## src/rtl/req_arbiter.sv

```systemverilog
// req_arbiter
//   Round-robin arbiter that shares one downstream four-phase request/ack
//   port among N requesters. A requester holds ireq[i] high until its
//   oack[i] rises, then drops it. Only one grant is in flight at a time.
//
// Ports
//   clk        rising-edge clock
//   reset      synchronous, active-high reset
//   ireq[N]    per-requester request levels
//   oack[N]    per-requester completion levels (one-hot or zero)
//   oreq       shared downstream request
//   oreq_id    index of the current owner
//   ack        downstream acknowledge
//   busy       high whenever a grant is in progress
//   grant_cnt  number of completed grants (wraps at 16 bits)
module req_arbiter #(
    parameter int unsigned N    = 4,
    parameter int unsigned ID_W = 2
) (
    input  logic            clk,
    input  logic            reset,
    input  logic [N-1:0]    ireq,
    output logic [N-1:0]    oack,
    output logic            oreq,
    output logic [ID_W-1:0] oreq_id,
    input  logic            ack,
    output logic            busy,
    output logic [15:0]     grant_cnt
);

    typedef enum logic [1:0] {
        IDLE = 2'd0,
        REQ  = 2'd1,
        DONE = 2'd2
    } state_t;

    state_t          state_q, state_d;
    logic [ID_W-1:0] owner_q, owner_d;
    logic [ID_W-1:0] rr_ptr_q, rr_ptr_d;
    logic [15:0]     grant_cnt_q, grant_cnt_d;

    logic            pick_valid;
    logic [ID_W-1:0] pick_id;
    logic            owner_req;
    logic [ID_W-1:0] owner_next;

    // Scan rr_ptr, rr_ptr+1, ... mod N and take the first pending request.
    always_comb begin
        int unsigned idx;
        idx        = 0;
        pick_valid = 1'b0;
        pick_id    = '0;
        for (int unsigned k = 0; k < N; k++) begin
            idx = 32'(rr_ptr_q) + k;
            if (idx >= N) begin
                idx = idx - N;
            end
            if (!pick_valid && ((ireq & (N'(1) << idx)) != '0)) begin
                pick_valid = 1'b1;
                pick_id    = ID_W'(idx);
            end
        end
    end

    always_comb begin
        owner_req = (ireq & (N'(1) << owner_q)) != '0;
        // (owner + 1) mod N; with N = 1 this is always 0.
        if (32'(owner_q) + 32'd1 >= N) begin
            owner_next = '0;
        end else begin
            owner_next = owner_q + 1'b1;
        end
    end

    always_comb begin
        state_d     = state_q;
        owner_d     = owner_q;
        rr_ptr_d    = rr_ptr_q;
        grant_cnt_d = grant_cnt_q;
        unique case (state_q)
            IDLE: begin
                if (pick_valid) begin
                    owner_d = pick_id;
                    state_d = REQ;
                end
            end
            REQ: begin
                // A started grant always completes, whatever ireq does.
                if (ack) begin
                    state_d = DONE;
                end
            end
            DONE: begin
                if (!owner_req) begin
                    state_d     = IDLE;
                    rr_ptr_d    = owner_next;
                    grant_cnt_d = grant_cnt_q + 16'd1;
                end
            end
            default: begin
                state_d = IDLE;
            end
        endcase
    end

    always_ff @(posedge clk) begin
        if (reset) begin
            state_q     <= IDLE;
            owner_q     <= '0;
            rr_ptr_q    <= '0;
            grant_cnt_q <= '0;
        end else begin
            state_q     <= state_d;
            owner_q     <= owner_d;
            rr_ptr_q    <= rr_ptr_d;
            grant_cnt_q <= grant_cnt_d;
        end
    end

    // Moore outputs, decoded from registered state only.
    always_comb begin
        oreq      = (state_q == REQ);
        busy      = (state_q != IDLE);
        oreq_id   = owner_q;
        grant_cnt = grant_cnt_q;
        oack      = '0;
        if (state_q == DONE) begin
            oack = N'(1) << owner_q;
        end
    end

endmodule

```

## config.mk

```make
export PLATFORM = sky130hd
export DESIGN_NAME = req_arbiter
export DESIGN_NICKNAME = d
export VERILOG_FILES = /design/src/rtl/req_arbiter.sv
export SDC_FILE = /design/constraint.sdc
export NUM_CORES = 1
export LEC_CHECK = 0
export CORE_MARGIN = 2
export CORE_UTILIZATION = 49
export CTS_CLUSTER_DIAMETER = 50
export DETAILED_ROUTE_END_ITERATION = 8
export PLACE_DENSITY = 0.78
export SLEW_MARGIN = 20
export SYNTH_ARGS = -nofsm -noshare
export SYNTH_HDL_FRONTEND = slang
export SYNTH_SLANG_ARGS = --single-unit
```

## constraint.sdc

```tcl
create_clock -name clk -period 2.65 [get_ports clk]
set_clock_uncertainty 0.1 [all_clocks]
set_input_delay 0.265 -clock clk [delete_from_list [all_inputs] [get_ports clk]]
set_output_delay 0.265 -clock clk [all_outputs]
set_load 0.01 [all_outputs]
```

### After elaboration in Yosys (flattened, before gate mapping)

Cells that the tools add are included.

| storage, ports and cells | value |
|---|---|
| bits in registers | 22 |
| input port bits | 7 |
| word-level logic and storage cells | 69 |

| operators by class | value |
|---|---|
| add/subtract/negate cells | 10 |
| order comparisons | 5 |
| equality and inequality tests | 5 |
| shift-type cells | 5 |
| mux-type cells | 18 |
| bitwise logic cells | 6 |
| reductions and logical operators | 16 |

Operators by type and width:

| cell | number |
|---|---|
| two-way mux 32 bit | 4 |
| << shifter 1 x 32 -> 4 bit (first input constant) | 4 |
| AND 4 bit | 5 |
| nonzero test 4 bit | 5 |
| adder 16 x 1 -> 16 bit (second input constant) | 1 |
| two-way mux 2 bit | 8 |
| >= comparator 3 bit (second input constant) | 4 |
| subtractor 3 x 3 -> 4 bit (second input constant) | 3 |
| adder 2 x 1 -> 3 bit (second input constant) | 2 |
| adder 2 x 2 -> 3 bit (second input constant) | 2 |
| case mux 2 bit (3 select lines) | 1 |
| two-way mux 1 bit | 4 |
| two-way mux 4 bit | 1 |
| != test 2 bit (second input constant) | 2 |
| AND reduction 2 bit | 2 |
| << shifter 1 x 2 -> 4 bit (first input constant) | 1 |
| subtractor 2 x 3 -> 4 bit (second input constant) | 1 |
| >= comparator 2 x 3 -> 1 bit (second input constant) | 1 |
| logical AND 1 bit | 3 |
| zero test 1 bit | 3 |
| AND reduction 3 bit | 1 |
| adder 2 x 1 -> 2 bit (second input constant) | 1 |
| == test 2 x 1 -> 1 bit (second input constant) | 1 |
| == test 2 bit (second input constant) | 1 |
| 4 further kinds | 4 |

### Logic depth before layout (Yosys ltp)

| depth | value |
|---|---|
| depth in word-level cells | 17 |
| mapped depth | 7 |
| mapped depth without buffers | 7 |

### Least setup slack after synthesis

Ideal clock, no wire load.

| timing | value |
|---|---|
| path type | reg-to-reg |
| start point | reg owner_q[1], in the netlist oreq_id[1] |
| end point | reg grant_cnt_q[15], in the netlist grant_cnt[15] |
| library setup time | 0.128 ns |
| arrival time | 1.672 ns |
| path slack | 0.750 ns |
| stages on the path, launching flop included | 8 |
| period minus slack after synthesis | 1.900 ns |
| path through | dfxtp_1 > inv_1 > ha_1 > a22oi_2 > nand4_4 > nor4_2 > xnor2_1 > nor2_1 |

| between the ends | value |
|---|---|
| longest elaborated chain between the ends | 5 |

RTL lines:

| item | RTL line | text |
|---|---|---|
| start, declared | 38 | `logic [ID_W-1:0] owner_q, owner_d;` |
| start signal, assigned | 114 | `owner_q <= owner_d;` |
| << shifter 1 x 2 -> 4 bit | 66 | `owner_req = (ireq & (N'(1) << owner_q)) != '0;` |
| AND 4 bit | 66 |  |
| nonzero test 4 bit | 66 |  |
| NOT 1 bit (no line) | n/a |  |
| AND reduction 2 bit (no line) | n/a |  |
| end signal, assigned | 116 | `grant_cnt_q <= grant_cnt_d;` |
| end, declared | 40 | `logic [15:0] grant_cnt_q, grant_cnt_d;` |

Every way passes these cells.
A chain may end at the register's enable or synchronous reset.

### Worst setup path in the final report

| timing | value |
|---|---|
| start point | reg rr_ptr_q[1] |
| end point | reg owner_q[1], in the netlist oreq_id[1] |

| between the ends | value |
|---|---|
| longest elaborated chain between the ends | 16 |

RTL lines:

| item | RTL line | text |
|---|---|---|
| start, declared | 39 | `logic [ID_W-1:0] rr_ptr_q, rr_ptr_d;` |
| start signal, assigned | 115 | `rr_ptr_q <= rr_ptr_d;` |
| branches (longest 16 deep; another with subtractor 3 x 3 -> 4 bit) | n/a |  |

Parallel ways; which one is timed is not known.

==> flow_summary.toml <==
[run_status]
outcome = "complete, no violations"

[clocking]
clkLatencyLatePin_ns = 0.30
clock-root-buffer = "clkbuf_4"
cts_tree = "done"
post_cts_buffers = 0
cts_max_level = 1
ctsResizeCount = 0
cts_made_buffers = 3
clkTransAtPathRegs_ns = 0.12
ctsHoldBuffers = 0
clock-sinks = 22
clockBufferDepth = 2

[synthesis]
syn_area_per_cell_sq_um = 9.03
yosysTopAreaCell = "dfxtp_1"
ys_types = 40
ys_top_cells_by_count = "dfxtp_1 (22), nor2_1 (18), xnor2_1 (11)"
ys_seq_area_share_pct = 33.4
synth_top_area_share_pct = 33.4
synth_warnings = 0
synth_nets = 162
yosys-top-cells-area = "dfxtp_1 (33%), ha_1 (8.5%), xnor2_1 (7.3%)"
netlist_area_sq_um = 1320
yosysMostFrequentCell = "dfxtp_1"
ys_async_sr_fraction_pct = 0
synthFlopType = "dfxtp_1"
synth_edf_count = 0
ys_seq_elements = 22
netlist_instances = 146

[floorplan]
floorplan.initialDensity_pct = 52.3
coreArea_sq_um = 2520
rows = 18
dieWidth_um = 55.9
pin_count = 31
dieArea_sq_um = 3120
fp.dieH_um = 55.9

[drt]
viasPerCell = 5.61
dr.pass1.iters = 5
drt_iter0_drc = 33
drtAntennaViolNets = 0
vias = 1167
drcViolationCount = 0
wl_per_cell_um = 13.8
wirelength_um = 2870

[critical_path]
worst-path-max-fanout = 6
reg2regPathDepth = 7
path_buf_inv = 1
arrival_ns = 2.20
timing.rr.end = "oreq_id[1]"
cp.depth = 7
r2r_slack_ns = 0.56
crit_path_end_kind = "flip-flop"
slowest_stage = "dfxtp_1"
crit_chain = "inv_1, ha_1, a22o_1, a221o_1, nor3_1, a2111oi_2, o41ai_2"
cp-start-kind = "flip-flop"
r2r-start = "rr_ptr_q[1]"
worstSetupPathType = "flip-flop to flip-flop"
path_delay_family = "compound AO/OA/AOI/OAI gates"
cp.required_ns = 2.76
cpPeakStageDelay_ns = 0.45

[global_route]
grt_pass1_wl_um = 4940
antenna_found_initial = 0
grt_usage_pct = 19.8
grt_pass1_vias = 1118
gr-total-overflow = 0
grt_max_degree = 24

[pwr]
p_per_area_nw_per_um2 = 387
ir_drop_mv = 0.293
p_leak_nw = 0.625

[placed_design]
place.gp.congestion = 0.751
io_buffers = 30
dp_cells = 205
hpwlAfterDp_um = 2160

[worst_hold_path]
min_path_type = "flip-flop to flip-flop"
min_path_cells = 2
hold_start = "grant_cnt[4]"
whs_endpoint = "grant_cnt[4]"

[cells_and_area]
final_cells = 208
synthToLayoutAreaGrowth_pct = 27.5
final_layout_size_suffix_gt1_share_pct = 9.55
antenna_cells = 0
fin_nets = 196

[timing]
rsz0062_at_grt = "no"
finalCritPeriodShare_pct = 79.0
clock.fmax_mhz = 477
slew_viol_final = 0
worst_slew_margin_rel_pct = 74.4
post-route-min-period_ns = 2.09
tightest_slew_ns = 0.385
setup_violations = 0
hold_viol_final = 0
finalSetupTns_ns = 0

[run]
cap_viol_max_count = 0
## per-layer routing
layer  vias to the layer above  wire length (um)  GRT usage [%]
met4                         0                34           6.80
met5                         -                 0              0
met2                        49              1310           32.7
li1                        582                 -              -
met3                         5               167           3.95
met1                       531              1350           25.8
## layout make-up
| class | instances | area (sq um) |
|---|---|---|
| flip-flops and latches | 22 | 440 |
| multi-input cells | 114 | 840 |
| inverters | 7 | 26.3 |
| well taps | 30 | 37.5 |
| clock buffers | 3 | 22.5 |
| fillers | 211 | 841 |
| repair buffers | 32 | 315 |
## sequential cells by signal, indices dropped and copies added (netlist names)
| register | count |
|---|---|
| rr_ptr_q | 2 |
| state_q | 2 |
| grant_cnt | 16 |
| oreq_id | 2 |
## placed cells by master (no fill, tap or decap), types with 2 or more instances in the layout
cell              n
nor2_1           18
nand4_4           2
nand2_1           7
buf_4             2
ha_1              9
clkbuf_4          3
mux2i_1           2
a22o_1            3
xnor2_1          11
or3_1             3
dfxtp_1          22
o21ai_0           3
a22oi_1           5
nand3_1           4
nor2b_1           2
and2_1            7
a21oi_1           8
inv_1             7
clkdlybuf4s50_1  30
nor3_1            9
## worst max path at each step
| stage | from | endpoint | slack (ns) |
|---|---|---|---|
| floorplan | oreq_id[1] | grant_cnt[15] | 0.75 |
| global placement | ireq[1] | grant_cnt[15] | 0.53 |
| detailed placement | ireq[2] | oreq_id[1] | 0.51 |
| CTS | oreq_id[1] | grant_cnt[15] | 0.55 |
| global route | rr_ptr_q[1] | oreq_id[1] | 0.40 |
| finish | rr_ptr_q[1] | oreq_id[1] | 0.56 |
## tightest hold or removal path: cells and delay by family, from the launching register on
family | cells | cell delay (ns)
compound gates | 2 | 0.14
flops | 1 | 0.35
## stage by stage
stage	cell area [sq um]	util [%]	hold slack [ns]	power, mW	worst slack [ns]
floorplan	1320	-	0.244	0.450	0.750
global placement	1660	65.8	0.387	0.503	0.526
detailed placement	1660	65.8	0.407	0.508	0.508
CTS	1680	66.7	0.425	0.653	0.553
global route	1680	66.7	0.467	0.684	0.395
finish	1680	66.7	0.422	0.651	0.555
## where the power goes
part | switching (mW) | internal, mW | total [mW]
Clock | 0.0959 | 0.0529 | 0.149
Combinational | 0.0825 | 0.0702 | 0.153
Sequential | 0.00962 | 0.340 | 0.349
Total | 0.188 | 0.463 | 0.651
## cell families after synthesis
group                      share of synthesized area (%)
and+or+nand+nor                                     27.4
AOI/OAI and AO/OA                                   18.2
DFF                                                 33.4
xor gates and xnor gates                            7.97
buffers and inverters                               2.94
adders and majority gates                           8.54
muxes                                               1.52
(Power assumes the default switching activity.)
